$ cat src/rtl/link_pkg.sv
`default_nettype none
// ---------------------------------------------------------------------------
// link_pkg : shared constants, bus field widths, parity helper, rx states
// Rev 1.0
// ---------------------------------------------------------------------------
package link_pkg;

  localparam logic [15:0] SENTINEL = 16'hFFFF;
  localparam int          D_LO_W   = 15;

  typedef enum logic [1:0] {
    ST_IDLE  = 2'd0,
    ST_WRITE = 2'd1,
    ST_ACK   = 2'd2,
    ST_DONE  = 2'd3
  } rx_state_t;

  // 1 when the word has an even number of set bits
  function automatic logic parity_even16(input logic [15:0] x);
    return ~^x;
  endfunction

endpackage
`default_nettype wire

$ cat src/rtl/parity_check.sv
`default_nettype none
// ---------------------------------------------------------------------------
// parity_check : flags a word whose even-parity bit disagrees with its data
// Rev 1.0
// ---------------------------------------------------------------------------
module parity_check
  import link_pkg::*;
(
  input  logic [15:0] i_word,
  input  logic        i_parity_even,
  output logic        o_perr
);

  assign o_perr = i_parity_even ^ parity_even16(i_word);

endmodule
`default_nettype wire

$ cat src/rtl/receiver.sv
`default_nettype none
// ---------------------------------------------------------------------------
// receiver : req/ack word sink writing parity-checked words to dst memory
// Rev 1.0
// ---------------------------------------------------------------------------
module receiver
  import link_pkg::*;
#(
  parameter int ADDR_W = 12,
  parameter int WIDTH  = 16,
  parameter int ERR_W  = 8
) (
  input  logic              clk,
  input  logic              rst,
  input  logic [ADDR_W-1:0] dst_start,
  input  logic              req,
  input  logic [D_LO_W-1:0] bus_d14_0,
  input  logic              d15_raw,
  input  logic              parity_even,
  output logic              ack,
  output logic              full,
  output logic [ADDR_W-1:0] dst_addr,
  output logic [WIDTH-1:0]  dst_din,
  output logic              dst_we,
  output logic              done,
  output logic [ADDR_W:0]   word_count,
  output logic [ERR_W-1:0]  err_count,
  output logic              err_flag
);

  rx_state_t         r_state, w_state_nxt;
  logic              r_perr, w_perr_nxt;
  logic              r_ack, w_ack_nxt;
  logic              r_full, w_full_nxt;
  logic [ADDR_W-1:0] r_addr, w_addr_nxt;
  logic [WIDTH-1:0]  r_din, w_din_nxt;
  logic              r_we, w_we_nxt;
  logic              r_done, w_done_nxt;
  logic [ADDR_W:0]   r_cnt, w_cnt_nxt;
  logic [ERR_W-1:0]  r_err, w_err_nxt;
  logic              r_eflag, w_eflag_nxt;

  logic [15:0]       w_bus_word;
  logic              w_perr;

  assign w_bus_word = {d15_raw, bus_d14_0};

  parity_check u_parity_check (
    .i_word        (w_bus_word),
    .i_parity_even (parity_even),
    .o_perr        (w_perr)
  );

  always_ff @(posedge clk) begin
    if (rst) begin
      r_state <= ST_IDLE;
      r_perr  <= 1'b0;
      r_ack   <= 1'b0;
      r_full  <= 1'b0;
      r_addr  <= dst_start;
      r_din   <= '0;
      r_we    <= 1'b0;
      r_done  <= 1'b0;
      r_cnt   <= '0;
      r_err   <= '0;
      r_eflag <= 1'b0;
    end else begin
      r_state <= w_state_nxt;
      r_perr  <= w_perr_nxt;
      r_ack   <= w_ack_nxt;
      r_full  <= w_full_nxt;
      r_addr  <= w_addr_nxt;
      r_din   <= w_din_nxt;
      r_we    <= w_we_nxt;
      r_done  <= w_done_nxt;
      r_cnt   <= w_cnt_nxt;
      r_err   <= w_err_nxt;
      r_eflag <= w_eflag_nxt;
    end
  end

  // dst_din doubles as the latched word, so the sentinel test reads r_din
  always_comb begin
    w_state_nxt = r_state;
    w_perr_nxt  = r_perr;
    w_ack_nxt   = r_ack;
    w_full_nxt  = r_full;
    w_addr_nxt  = r_addr;
    w_din_nxt   = r_din;
    w_we_nxt    = 1'b0;
    w_done_nxt  = r_done;
    w_cnt_nxt   = r_cnt;
    w_err_nxt   = r_err;
    w_eflag_nxt = r_eflag;
    case (r_state)
      ST_IDLE: begin
        if (req && !r_full && !r_done) begin
          w_din_nxt   = w_bus_word;
          w_perr_nxt  = w_perr;
          w_we_nxt    = 1'b1;
          w_state_nxt = ST_WRITE;
        end
      end
      ST_WRITE: begin
        w_cnt_nxt = r_cnt + 1'b1;
        if (r_perr) begin
          if (r_err != '1) begin
            w_err_nxt = r_err + 1'b1;
          end
          w_eflag_nxt = 1'b1;
        end
        w_ack_nxt   = 1'b1;
        w_state_nxt = ST_ACK;
      end
      ST_ACK: begin
        if (!req) begin
          w_ack_nxt = 1'b0;
          if (r_din == SENTINEL) begin
            w_done_nxt  = 1'b1;
            w_state_nxt = ST_DONE;
          end else if (r_addr == '1) begin
            w_full_nxt  = 1'b1;
            w_state_nxt = ST_IDLE;
          end else begin
            w_addr_nxt  = r_addr + 1'b1;
            w_state_nxt = ST_IDLE;
          end
        end
      end
      ST_DONE: begin
        w_state_nxt = ST_DONE;
      end
      default: begin
        w_state_nxt = ST_IDLE;
      end
    endcase
  end

  assign ack        = r_ack;
  assign full       = r_full;
  assign dst_addr   = r_addr;
  assign dst_din    = r_din;
  assign dst_we     = r_we;
  assign done       = r_done;
  assign word_count = r_cnt;
  assign err_count  = r_err;
  assign err_flag   = r_eflag;

endmodule
`default_nettype wire

$ cat config.mk
export PLATFORM = sky130hd
export DESIGN_NAME = receiver
export DESIGN_NICKNAME = d
export VERILOG_FILES = /design/src/rtl/link_pkg.sv /design/src/rtl/parity_check.sv /design/src/rtl/receiver.sv
export SDC_FILE = /design/constraint.sdc
export NUM_CORES = 1
export LEC_CHECK = 0
export BUFFER_PORTS_ARGS = -buffer_cell sky130_fd_sc_hd__buf_2
export CORE_AREA = 3 3 91 93
export DETAILED_ROUTE_END_ITERATION = 16
export DIE_AREA = 0 0 94 96
export PLACE_DENSITY = 0.58
export SETUP_SLACK_MARGIN = 0.1
export SLEW_MARGIN = 20
export SYNTH_ARGS = -nofsm -noshare
export SYNTH_HDL_FRONTEND = slang
export SYNTH_SLANG_ARGS = --single-unit
$ cat constraint.sdc
create_clock -name clk -period 1.4 [get_ports clk]
set_input_delay 0.14 -clock clk [delete_from_list [all_inputs] [get_ports clk]]
set_output_delay 0.14 -clock clk [all_outputs]
set_load 0.03 [all_outputs]
==> impl_metrics.tcl, run 1 <==
set metrics [dict create \
    ys_seq_area_share_pct 48.4 \
    ys_ff_latch 57 \
    grt_pass1_vias 2194 \
    synth_xor_area_share_pct 14.0 \
    clock_path_buffers 2 \
    routed_via_density 4.63 \
    drt_iter0_markers 59 \
    numCtsBuffers 9 \
    placed_cell_area_um2 3510 \
    clk_pin_slew_ns 0.06 \
    num-nets-final 454 \
    pre_cts_ws_ns -0.0544 \
    avgSynthCellArea_um2 8.90 \
    slew_viol_final 0 \
    path_cells "ha_4 -> nand2_4 -> nor2_4 -> nand3_2 -> a21o_2" \
    async_flop_share_pct 0 \
    finalCriticalPeriod_ns 1.46 \
    worstSetupPathType "reg2reg" \
    area_growth_pct 53.7 \
    vias 2436 \
    drc 0 \
    core_um2 7610 \
    fin_crit_sh_pct 104 \
    synth_area_leaders "dfxtp_1 35%, edfxtp_1 14%, nand2_1 7.8%" \
    grt_start_max_net_pins 22 \
    cts_hold_buf 0 \
    grtUsageTotal_pct 14.7 \
    drtAntennaViolNets 0 \
    powerDensity_nw_per_um2 1070 \
    place_congestion 0.781 \
    dp_hpwl_mm 4.84 \
    yosys-mux-area-fraction_pct 1.20 \
    crit_buf_inv 0 \
    die_w_um 94 \
    yosys.area.top_type "dfxtp_1" \
    htreeDepth 3 \
    clock-root-buffer "clkbuf_8" \
    initial_core_util_pct 34.3 \
    wl_per_cell_um 12.7 \
    diodes 0 \
    violations "negative setup slack" \
    peakVddDrop_v 0.000489 \
    rsz0062_at_grt "true" \
    slowest_stage "edfxtp_1" \
    syn_area_um2 2610 \
    relSlewSlack_pct 78.4 \
    rows 32 \
    ys.flop_type "dfxtp_1" \
    pin_count 86 \
    cts_tree "done" \
    fin_area_um2 4010 \
    die_area_um2 9020 \
    synth.net_count 328 \
    max_freq_ghz 0.684 \
    end_kind "flip-flop" \
    drive_gt1_share_pct 52.1 \
    yosysUniqueCellTypes 34 \
    synth_compound_area_share_pct 9.45 \
    synth_edf_count 12 \
    setup_viol 12 \
    antenna_found_initial 0 \
    leakagePower_nw 1.71 \
    hold_viol_final 0 \
    worst_pin_slew_ns 0.324 \
    start_kind "flip-flop" \
    cts_sinks 57 \
    cpPeakStageDelay_ns 0.43 \
    routed_wirelength_mm 6.68 \
    clk_latency_ns 0.32 \
    synth_cells 293 \
    synth_fa_ha_area_share_pct 1.44 \
    cp.arrival_ns 1.53 \
    whs_ns 0.0630 \
    grt_pass1_wl_mm 10.3 \
    cap_violations 0 \
    hold_path_class "in2reg" \
    synthSimpleGateAreaFrac_pct 22.9 \
    ys_warn_count 0 \
    worstPathRequired_ns 1.47 \
    synth_top_area_share_pct 34.5 \
    port_buffers 85 \
    die_h_um 96 \
    grt_remaining_overflow 0 \
    dr.pass1.iters 4 \
    synth_top_family_by_area "simple AND/OR/NAND/NOR gates" \
    outcome "finished with violations" \
    fin_skew_ns 0.00938 \
    crit_fanout 6 \
    cpLargestDelayFamily "flip-flops" \
    finalWorstSetupSlack_ns -0.0614 \
]
==> Yosys cell counts (3+ instances only) <==
master / instances
ha_1: 3
o21ai_0: 17
nor3_1: 4
nand2_1: 54
edfxtp_1: 12
a21oi_1: 24
clkbuf_1: 10
nand3_1: 13
nor2_1: 30
dfxtp_1: 45
nand4_1: 8
inv_1: 3
and3_1: 3
xnor2_1: 23
nor2b_1: 3
xor2_1: 16
or3_1: 4
==> metal layers <==
metal / track usage (%) / share of wire, % / vias up
li1: - / - / 1257
met1: 19.6 / 48 / 1113
met2: 23.1 / 46 / 54
met3: 2.42 / 3.8 / 12
met4: 7.22 / 2.1 / 0
met5: 0 / 0 / -
==> cells in the final DEF, fill, tap and decap left out, drive strengths merged, types with 3 or more instances in the layout <==
cell type	count
buf	126
nand2	54
dfxtp	45
nor2	30
a21oi	24
xnor2	23
o21ai	18
xor2	16
nand3	13
edfxtp	12
clkbuf	10
nand4	9
or3	4
nor3	4
clkinv	4
nor4	3
inv	3
nor2b	3
and3	3
ha	3
==> per-stage QoR <==
step,util [%],power [mW],TNS [ns],cells
5_1_grt,52.7,4.48,-1.59,526
4_1_cts,51.2,4.29,-0.672,523
3_5_place_dp,46.2,2.61,-0.778,501
6_report,52.7,4.27,-0.560,526
3_3_place_gp,46.2,2.61,-0.641,501
2_1_floorplan,-,2.34,-3.05,293
==> sequential cells by signal (all words and copies together), names as in the netlist <==
register,cells
r_perr,1
err_flag,1
err_count,8
dst_din,16
dst_addr,12
r_state,2
word_count,13
ack,1
done,1
full,1
dst_we,1
==> what timing repair did <==
item,in CTS,in global routing
pin swaps,24,12
endpoints found under the setup margin,42,63
gates resized for setup,41,21
hold endpoints to repair,0,0
setup buffers,6,2
cloned,0,1
==> logic make-up (layout without fill, tap and decap cells) <==
| group | Yosys count | in the layout |
|---|---|---|
| AND/OR/NAND/NOR | 128 | 128 |
| flip-flops | 57 | 57 |
| AO/OA/AOI/OAI | 46 | 47 |
| XOR/XNOR | 40 | 40 |
| buffers and inverters | 16 | 146 |
| adder cells (fa/ha/maj) | 3 | 3 |
| multiplexers | 3 | 3 |
==> tightest hold or removal path, cell delays in order <==
cell	delay, ns
buf_2	0.11
nand2_1	0.05
a21oi_1	0.05
==> final timing paths <==
kind | start | to | slack, ns | depth (start not counted)
worst max-delay path | dst_addr[0] | dst_addr[7] | -0.06 | 5
worst min-delay path | bus_d14_0[5] | dst_din[5] | 0.06 | 3
worst max register to register | dst_addr[0] | dst_addr[7] | -0.06 | 5
worst min register to register | dst_din[1] | dst_din[1] | 0.47 | 2
==> where the power goes <==
group | internal [mW] | leakage, nW | switching, mW
sequential | 1.76 | 0.507 | 0.0665
combinational | 0.374 | 1.10 | 0.468
clock | 0.982 | 0.104 | 0.622
total | 3.12 | 1.71 | 1.16
==> area by class of cell <==
cell class / instances / area, um^2
fillers: 738 / 3600
flip-flops and latches: 57 / 1340
well taps: 102 / 128
clock buffers: 9 / 124
multi-input cells: 221 / 1540
repair buffers: 127 / 779
clock inverters: 7 / 85.1
inverters: 3 / 11.3
(Power assumes the default switching activity.)
==> run 2: changes to the inputs <==
- CAP_MARGIN: default -> 20
- CORE_AREA: 3 3 91 93 -> 4 4 92 94
- DIE_AREA: 0 0 94 96 -> 0 0 96 98
- GPL_TIMING_DRIVEN: default -> 0
==> run 2 against run 1 <==
The run still ends with negative setup slack left. Critical path depth stayed put. Clock skew grew 0.0038 ns. Clock power decreased by 15%. Global-route usage rose by 1.3 points. Sequential share of layout area shrank 2.2 points. Via count grew 6.6%. First-iteration DRC count up 71%. Die area rose by 4.3%. Routed wire length increased by 16%. Non-clock buffer count is 9 higher. Largest power group unchanged.
==> impl_metrics.tcl, run 2 (synthesis gave the netlist of run 1 again) <==
set metrics [dict create \
    slew_viol_final 0 \
    worstSetupStartpoint "dst_din[3]" \
    fin_crit_sh_pct 113 \
    grt_pass1_vias 2458 \
    p_sw_share_pct 29.7 \
    antenna_found_initial 0 \
    worst_pin_slew_ns 0.718 \
    finalWorstSetupSlack_ns -0.177 \
    peakVddDrop_v 0.000567 \
    grt_pass1_wl_mm 11.8 \
    cts_sinks 57 \
    wl_per_cell_um 14.5 \
    dp_hpwl_mm 4.95 \
    drt_iter0_markers 101 \
    multi_input_area_um2 1720 \
    cpPeakStageDelay_ns 0.35 \
    die_w_um 96 \
    place_congestion 0.720 \
    crit_fanout 6 \
    end_kind "flip-flop" \
    clk_latency_ns 0.33 \
    p_seq_share_pct 44.3 \
    path_cells "nand4_1 -> nor4_4 -> buf_4 -> nor3_4 -> a21o_4" \
    die_h_um 98 \
    slowest_stage "dfxtp_4" \
    final_common_cell "buf_2" \
    fillCellCount 679 \
    outcome "finished with violations" \
    regArea_um2 1350 \
    drtAntennaViolNets 0 \
    pin_count 86 \
    cp-endpoint "dst_addr[8]" \
    initial_core_util_pct 34.1 \
    num-nets-final 463 \
    p_clk_share_pct 32.7 \
    routed_wirelength_mm 7.74 \
    p_sw_mw 1.24 \
    htreeDepth 3 \
    cpLargestDelayFamily "simple AND/OR/NAND/NOR gates" \
    final_cell_mix "83 x buf_2, 32 x nand2_1, 24 x nor2_1" \
    clk_pin_slew_ns 0.07 \
    grtUsageTotal_pct 16.0 \
    largest_reg_flops 16 \
    area_growth_pct 64.9 \
    internal-power_mw 2.93 \
    dr.pass1.iters 4 \
    tns_ns -4.03 \
    grt_remaining_overflow 0 \
    relSlewSlack_pct 52.1 \
    fin_skew_ns 0.0132 \
    max_freq_ghz 0.634 \
    rrSetupSlack_ns -0.18 \
    regToRegEndpoint "dst_addr[8]" \
    port_buffers 84 \
    worstPathRequired_ns 1.48 \
    rsz0062_at_grt "true" \
    start_kind "flip-flop" \
    routed_via_density 4.85 \
    powerDensity_nw_per_um2 969 \
    numCtsBuffers 9 \
    violations "negative setup slack" \
    die_area_um2 9410 \
    crit-reg2reg-launch "dst_din[3]" \
    clock-root-buffer "clkbuf_8" \
    fin_cells 535 \
    fin_util_pct 56.2 \
    cp.arrival_ns 1.65 \
    drc 0 \
    rows 32 \
    vias 2597 \
    crit_buf_inv 1 \
    pwr-share-comb_pct 23.0 \
    dp.cells 479 \
    setup_viol 36 \
    core_um2 7650 \
    cap_violations 0 \
    reg2regPathDepth 5 \
    hold_path_class "in2reg" \
    grt_start_max_net_pins 12 \
    cts_tree "done" \
    worstSetupPathType "reg2reg" \
    leakagePower_nw 1.84 \
    finalCriticalPeriod_ns 1.58 \
    diodes 0 \
    hold_viol_final 0 \
    cp.depth 5 \
    drive_gt1_share_pct 58.7 \
    clock_path_buffers 2 \
]
run 2: routing by layer:
metal | wire, um | global-route usage, % | vias to the layer above | share of wire, %
met5 | 0 | 0 | - | 0
met4 | 94 | 7.33 | 0 | 1.2
met3 | 406 | 3.00 | 8 | 5.2
met2 | 3900 | 26.1 | 59 | 50
met1 | 3330 | 20.2 | 1256 | 43
li1 | - | - | 1274 | -
run 2: tightest hold or removal path: cells and delay by family:
family,cells,cell delay (ns)
AOI/OAI and AO/OA,1,0.04
buffers and inverters,1,0.11
and+or+nand+nor,1,0.05
run 2: through the flow:
step                power [mW]  setup WS, ns  cell area, um^2  hold WS [ns]
floorplan                 2.34        -0.209             2770         0.266
global placement          2.53        -0.211             3310         0.393
detailed placement        2.54        -0.217             3310         0.397
CTS                       4.10        -0.121             4040        0.0379
global route              4.37        -0.222             4300        0.0544
finish                    4.17        -0.177             4300        0.0524
run 2: layout make-up:
type / instances / area share [%]
clock buffers: 13 / 3.70
multi-input cells: 221 / 39.9
clock inverters: 3 / 0.349
well taps: 102 / 2.97
flip-flops and latches: 57 / 31.3
plain buffers: 13 / 2.36
inverters: 3 / 0.262
repair buffers: 123 / 19.1
run 2: power by group through the flow:
stage	clock network (mW)	registers [mW]	logic, mW
floorplan	0	2.02	0.320
global placement	0	1.89	0.647
detailed placement	0	1.89	0.655
CTS	1.41	1.84	0.858
global route	1.49	1.85	1.03
finish	1.36	1.84	0.959
run 2: worst min path at each step:
stage / from / cells after the start / end / slack (ns)
6_report: bus_d14_0[7] / 3 / dst_din[7] / 0.05
5_1_grt: bus_d14_0[8] / 3 / dst_din[8] / 0.05
4_1_cts: bus_d14_0[7] / 3 / dst_din[7] / 0.04
3_5_place_dp: bus_d14_0[7] / 3 / dst_din[7] / 0.40
3_3_place_gp: bus_d14_0[1] / 3 / dst_din[1] / 0.39
2_1_floorplan: bus_d14_0[10] / 2 / dst_din[10] / 0.27
run 2: timing repair:
action	4_1_cts	5_1_grt
gates resized for setup	59	71
hold buffers	0	0
gates cloned	2	0
setup endpoints to repair	52	65
setup buffers	35	4
pin swaps	48	55
